File: config.mk
export PLATFORM = sky130hd
export DESIGN_NAME = serial_adder
export DESIGN_NICKNAME = d
export VERILOG_FILES = /design/src/rtl/serial_adder_pkg.sv /design/src/rtl/serial_adder_fa_bit.sv /design/src/rtl/serial_adder.sv
export SDC_FILE = /design/constraint.sdc
export NUM_CORES = 1
export LEC_CHECK = 0
export ABC_AREA = 1
export BUFFER_PORTS_ARGS = -buffer_cell sky130_fd_sc_hd__buf_4
export CORE_ASPECT_RATIO = 0.8
export CORE_MARGIN = 4
export CORE_UTILIZATION = 30
export CTS_BUF_LIST = sky130_fd_sc_hd__clkbuf_4 sky130_fd_sc_hd__clkbuf_8
export DETAILED_ROUTE_END_ITERATION = 10
export PLACE_DENSITY = 0.49
export SYNTH_ARGS = -nofsm -noshare
export SYNTH_HDL_FRONTEND = slang
export SYNTH_SLANG_ARGS = --single-unit
File: constraint.sdc
create_clock -name clk -period 1.4 [get_ports clk]
set_input_delay 0.21 -clock clk [delete_from_list [all_inputs] [get_ports clk]]
set_output_delay 0.21 -clock clk [all_outputs]
set_load 0.05 [all_outputs]
File: src/rtl/serial_adder_pkg.sv
// Shared types and defaults for the bit-serial adder/subtractor.
package serial_adder_pkg;

  localparam int unsigned DEFAULT_WIDTH = 8;

  typedef enum logic [1:0] {
    IDLE = 2'd0,
    RUN  = 2'd1,
    DONE = 2'd2
  } state_t;

endpackage

File: src/rtl/serial_adder_fa_bit.sv
// Purely combinational one-bit full adder cell.
module fa_bit (
  input  logic a,
  input  logic b,
  input  logic cin,
  output logic sum,
  output logic cout
);

  assign sum  = a ^ b ^ cin;
  assign cout = (a & b) | (a & cin) | (b & cin);

endmodule

File: src/rtl/serial_adder.sv
// Bit-serial adder/subtractor: one full-adder cell, LSB first, one bit per clock.
module serial_adder
  import serial_adder_pkg::*;
#(
  parameter int unsigned WIDTH = DEFAULT_WIDTH
) (
  input  logic             clk,
  input  logic             rst,
  input  logic             start,
  input  logic             sub,
  input  logic [WIDTH-1:0] a,
  input  logic [WIDTH-1:0] b,
  input  logic             cin,
  output logic             busy,
  output logic             done,
  output logic [WIDTH-1:0] sum,
  output logic             carry_out,
  output logic             overflow
);

  localparam int unsigned CW = $clog2(WIDTH);

  state_t           state;
  state_t           state_n;
  logic [CW-1:0]    cnt;
  logic [WIDTH-1:0] opa;
  logic [WIDTH-1:0] opb;
  logic             cry;
  logic             load_c;
  logic             last_c;
  logic             fa_sum;
  logic             fa_cout;

  // Operands are shifted right each RUN cycle, so bit[cnt] is always at index 0.
  fa_bit u_fa (
    .a    (opa[0]),
    .b    (opb[0]),
    .cin  (cry),
    .sum  (fa_sum),
    .cout (fa_cout)
  );

  always_ff @(posedge clk) begin
    if (rst) state <= IDLE;
    else     state <= state_n;
  end

  always_comb begin
    state_n = state;
    load_c  = 1'b0;
    last_c  = 1'b0;
    case (state)
      IDLE: begin
        if (start) begin
          state_n = RUN;
          load_c  = 1'b1;
        end
      end
      RUN: begin
        if (cnt == CW'(WIDTH - 1)) begin
          state_n = DONE;
          last_c  = 1'b1;
        end
      end
      DONE: begin
        if (start) begin
          state_n = RUN;
          load_c  = 1'b1;
        end else begin
          state_n = IDLE;
        end
      end
      default: state_n = IDLE;
    endcase
  end

  // Datapath and registered handshake outputs.
  always_ff @(posedge clk) begin
    if (rst) begin
      cnt       <= '0;
      opa       <= '0;
      opb       <= '0;
      cry       <= 1'b0;
      sum       <= '0;
      carry_out <= 1'b0;
      overflow  <= 1'b0;
      busy      <= 1'b0;
      done      <= 1'b0;
    end else begin
      busy <= (state_n == RUN);
      done <= (state_n == DONE);
      if (load_c) begin
        cnt <= '0;
        opa <= a;
        opb <= sub ? ~b : b;
        cry <= sub ? 1'b1 : cin;
      end else if (state == RUN) begin
        cnt <= cnt + CW'(1);
        opa <= {1'b0, opa[WIDTH-1:1]};
        opb <= {1'b0, opb[WIDTH-1:1]};
        cry <= fa_cout;
        sum <= {fa_sum, sum[WIDTH-1:1]};
        if (last_c) begin
          carry_out <= fa_cout;
          overflow  <= cry ^ fa_cout;
        end
      end
    end
  end

endmodule

### Word level (Yosys, flattened, before mapping)

Cells that the tools add are included.

* $add $sub $neg: 1
* equality and inequality tests: 5
* mux-type cells: 16
* bitwise operators: 10
* reductions and logical operators: 6

Operators with widths (count)
* $mux W8: 5
* $mux W1: 8
* $not A8 Y8: 1
* $pmux W2 S3: 1
* $eq A2 B1 Y1 const B: 2
* $eq A2 B2 Y1 const B: 2
* $mux W2: 2
* $reduce_or A2 Y1: 2
* $add A3 B1 Y3 const B: 1
* $and A1 B1 Y1: 3
* $eq A3 B3 Y1 const B: 1
* $reduce_and A3 Y1: 1
* $xor A1 B1 Y1: 3
* $logic_not A2 Y1: 1
* $or A1 B1 Y1: 2
* $reduce_and A2 Y1: 1
* $reduce_bool A2 Y1: 1
* $not A1 Y1: 1

* bits in registers: 34
* bits of input ports: 21
* logic and storage cells: 48

### Longest topological paths before layout

* word-level depth: 5
* gate-level depth with buffers: 8
* gate-level depth less buffers: 8

### Cells and area by module

A second synthesis with hierarchy kept.

* cell total of the unflattened synthesis: 233
* area, all modules: 1652.8 sq um

By module, submodules not included
* serial_adder: times used 1, cells each 232, area each 1632.8 sq um, sequential area each 680.7 sq um
* fa_bit: times used 1, cells each 1, area each 20.0 sq um, sequential area each 0.0 sq um

### Least setup slack after synthesis

OpenSTA, ideal clock, no wires.

* path type: reg-to-reg
* start: register cry
* end: register overflow
* setup time: 116 ps
* arrival time: 1091 ps
* path slack: 193 ps
* cell stages (with the launch flop): 5
* cell sequence: dfxtp_1 fa_1 xor2_1 nor2_1 nor2_1

* cells in the longest elaborated chain, start to end: 4
* elaborated cells between the ends (all ways): 5
* those cells by class: bitwise (5)

Ends and longest elaborated chain
* start: declaration: RTL line serial_adder.sv:28 `logic cry;`
* start signal: assignment: RTL line serial_adder.sv:96 `cry <= sub ? 1'b1 : cin;`
* start signal: assignment: RTL line serial_adder.sv:101 `cry <= fa_cout;`
* $and A1 B1 Y1: RTL line serial_adder_fa_bit.sv:11 `assign cout = (a & b) | (a & cin) | (b & cin);`
* $or A1 B1 Y1: RTL line serial_adder_fa_bit.sv:11
* $or A1 B1 Y1 *: RTL line serial_adder_fa_bit.sv:11
* named net fa_cout: RTL line serial_adder.sv:32 `logic fa_cout;`
* $xor A1 B1 Y1 *: RTL line serial_adder.sv:105 `overflow <= cry ^ fa_cout;`
* end signal: assignment: RTL line serial_adder.sv:105
* end: declaration: RTL line serial_adder.sv:18 `output logic overflow`

The timed path passes the listed nets; every way through them passes the cells marked *.
A chain may end at the register's enable or synchronous reset.

### Final worst setup path

Same ends and word-level chain as after synthesis.

==> run metrics <==
sequential area share after synthesis=42.63%; Reg2Reg Depth=4; Routed Wire Length=3553 µm; max frequency=791.5 MHz; # resized after CTS=0; largest area contributor in the netlist=dfxtp_1; peak supply drop=0.3012 mV; Syn Inst Count=216; Pwr per Cell Area=1133 mW/mm²; wire per inst=11.39 µm; clock root cell=clkbuf_8; Layout Utilization=38.25%; post-synth net total=240; max-slew violation count=0; top post-synthesis cells by area=dfxtp_1 (43%), nand2_1 (10%), nor2_1 (8.5%); FP Rows=23; Req. time, crit path=1.58 ns; Area growth syn-to-layout=22.02%; Skew-Pair Late Insertion Delay=0.28 ns; crit-path max FO=3; Slew HR=80.15%; I/O Buffers=32; post-route ant nets=0; CP Class=reg -> reg; Synth Cell Area=0.001597 mm²; outcome=finished clean; via count=1409; Design Power=2.207 mW; FILL cells=549; number of global-route vias before repair=1319; nature of the critical path endpoint=register; startpoint types=register; total of max-cap violations=0; initial DRC count=49; Critical path origin=cry$_SDFFE_PP0P_; fin crit share=90.24%; Min Hold Slack=0.1939 ns; ant diodes=0; Non-Filler Instances=312; DP HPWL=2580 µm; Post-Synth Adder-Cell Area=2.821%; Crit Reg-Reg Endpoint=overflow$_SDFFE_PP0P_; multiplexer share of the synthesized area=0%; xor and xnor fraction of the mapped netlist area=1.097%; gr usage total=12.09%; drt via density=4.516; most common cell after layout, fill and taps aside=nand2_1; clk_skew=0.007279 ns; combinational family with the most area after synthesis=simple AND/OR/NAND/NOR gates; GR Overflow Total=0; number of hold buffers added after cts=0; layout cell share with drive strength beyond 1=22.00%; Chip Height=73.25 µm; pre-CTS setup slack=0.1462 ns; r2r setup slk=0.14 ns; CTS Buf Count=5; NumNets Final=274; setup bufs post-CTS=0; CTS tree=yes; Hold Vio Cnt, Final=0; initial core utilization=31.34%; setup TNS=0 ns; final setup fails=0; die area=0.006560 mm²; Avg Synthesized Cell Area=7.391 µm²; post-route cell area=0.001948 mm²; initial antenna violation count=0; RSZ-0062 raised after global routing=no; crit path to=overflow$_SDFFE_PP0P_; Sinks on Clock Net=34; placed cells=305; placed cell areas=0.001861 mm²; H-Tree Depth=2; final worst slack=0.1366 ns; Slew @ Worst Pin=0.2970 ns; Yosys reg bits=34; first-pass GRT wire length=6065 µm; GPL Wtd Cong=0.7913; Arr. time, crit path=1.44 ns; Netlist cell types=22; Remaining DRCs=0; yosys warns=0; Crit Reg-Reg Startpoint=cry$_SDFFE_PP0P_; Tightest Hold Check Type=in -> reg; Period minus WS final=1.263 ns; Bufs on Longest Clock Path=2; Die W=89.56 µm; simple-gate portion of the synthesized area=34.72%; TritonRoute pass-1 iters=4; most frequent cells in the layout=nand2_1 (44), buf_4 (37), nor2_1 (36), dfxtp_1 (34), nand3_1 (26); post-synthesis compound-gate area fraction=8.777%; top-area cell type share of the netlist area=42.63%; Clk pin slew, worst setup/hold paths=0.07 ns; core area=0.005094 mm²; num ports=33; largest net degree at the start of global routing=28; Pleak=0.9155 nW
-- where the power goes --
part / switching, mW / internal, mW / leakage (nW)
Sequential: 0.0471 / 1.04 / 0.280
Clock: 0.340 / 0.333 / 0.0438
Combinational: 0.278 / 0.169 / 0.592
Total: 0.665 / 1.54 / 0.916
-- metal layers --
layer	global-route usage [%]	share of wire (%)	vias to the layer above
li1	-	-	752
met1	16.87	52	629
met2	17.53	43	24
met3	3.924	4.6	4
met4	3.967	1.2	0
met5	0	0	-
-- sequential cells by signal, summed over array words and instances (netlist names) --
signal / flops
overflow: 1
done: 1
sum: 8
carry_out: 1
busy: 1
opb: 8
state: 2
cry: 1
opa: 8
cnt: 3
-- synthesized netlist by cell type --
master   number
a21oi_1      12
buf_12        1
buf_2         3
buf_4         3
buf_6         3
dfxtp_1      34
fa_1          1
ha_1          2
inv_1        15
inv_2         3
nand2_1      44
nand2_4       2
nand2_8       1
nand3_1      26
nor2_1       36
nor2_2        1
nor2_4        3
nor3_1        7
o21ai_0      13
o21ai_1       3
or2_2         1
xor2_1        2
-- logic make-up after synthesis --
logic type,Yosys count
AOI/OAI and AO/OA,28
xor gates and xnor gates,2
adders and majority gates,3
buffers and inverters,28
DFF,34
and+or+nand+nor,121
-- worst max-delay path, stage by stage (launching register included) --
cell	delay (ns)
dfxtp_1	0.34
fa_1	0.48
xor2_1	0.18
nor2_1	0.10
nor2_1	0.05
-- how the worst min path moves through the flow --
stage,startpoint,endpoint,slack [ns],cells after the start
after floorplan,rst,opb[0]$_SDFFE_PP0P_,0.28,1
after global placement,opa[7]$_SDFFE_PP0P_,opa[7]$_SDFFE_PP0P_,0.46,2
after detailed placement,opa[7]$_SDFFE_PP0P_,opa[7]$_SDFFE_PP0P_,0.46,2
after CTS,a[7],opa[7]$_SDFFE_PP0P_,0.19,3
after global routing,a[7],opa[7]$_SDFFE_PP0P_,0.19,3
final,a[7],opa[7]$_SDFFE_PP0P_,0.19,3
-- layout make-up --
type                            count  area, µm²  share of cell area [%]
Tap cell                           62      77.57                   3.982
Inverter                           18      67.56                   3.468
Timing Repair Buffer               37      277.8                   14.26
Clock buffer                        5      68.82                   3.532
Multi-Input combinational cell    154      765.7                   39.31
Sequential cell                    34      680.7                   34.94
Clock inverter                      2      10.01                  0.5138
Power figures use the tool's default switching activity.
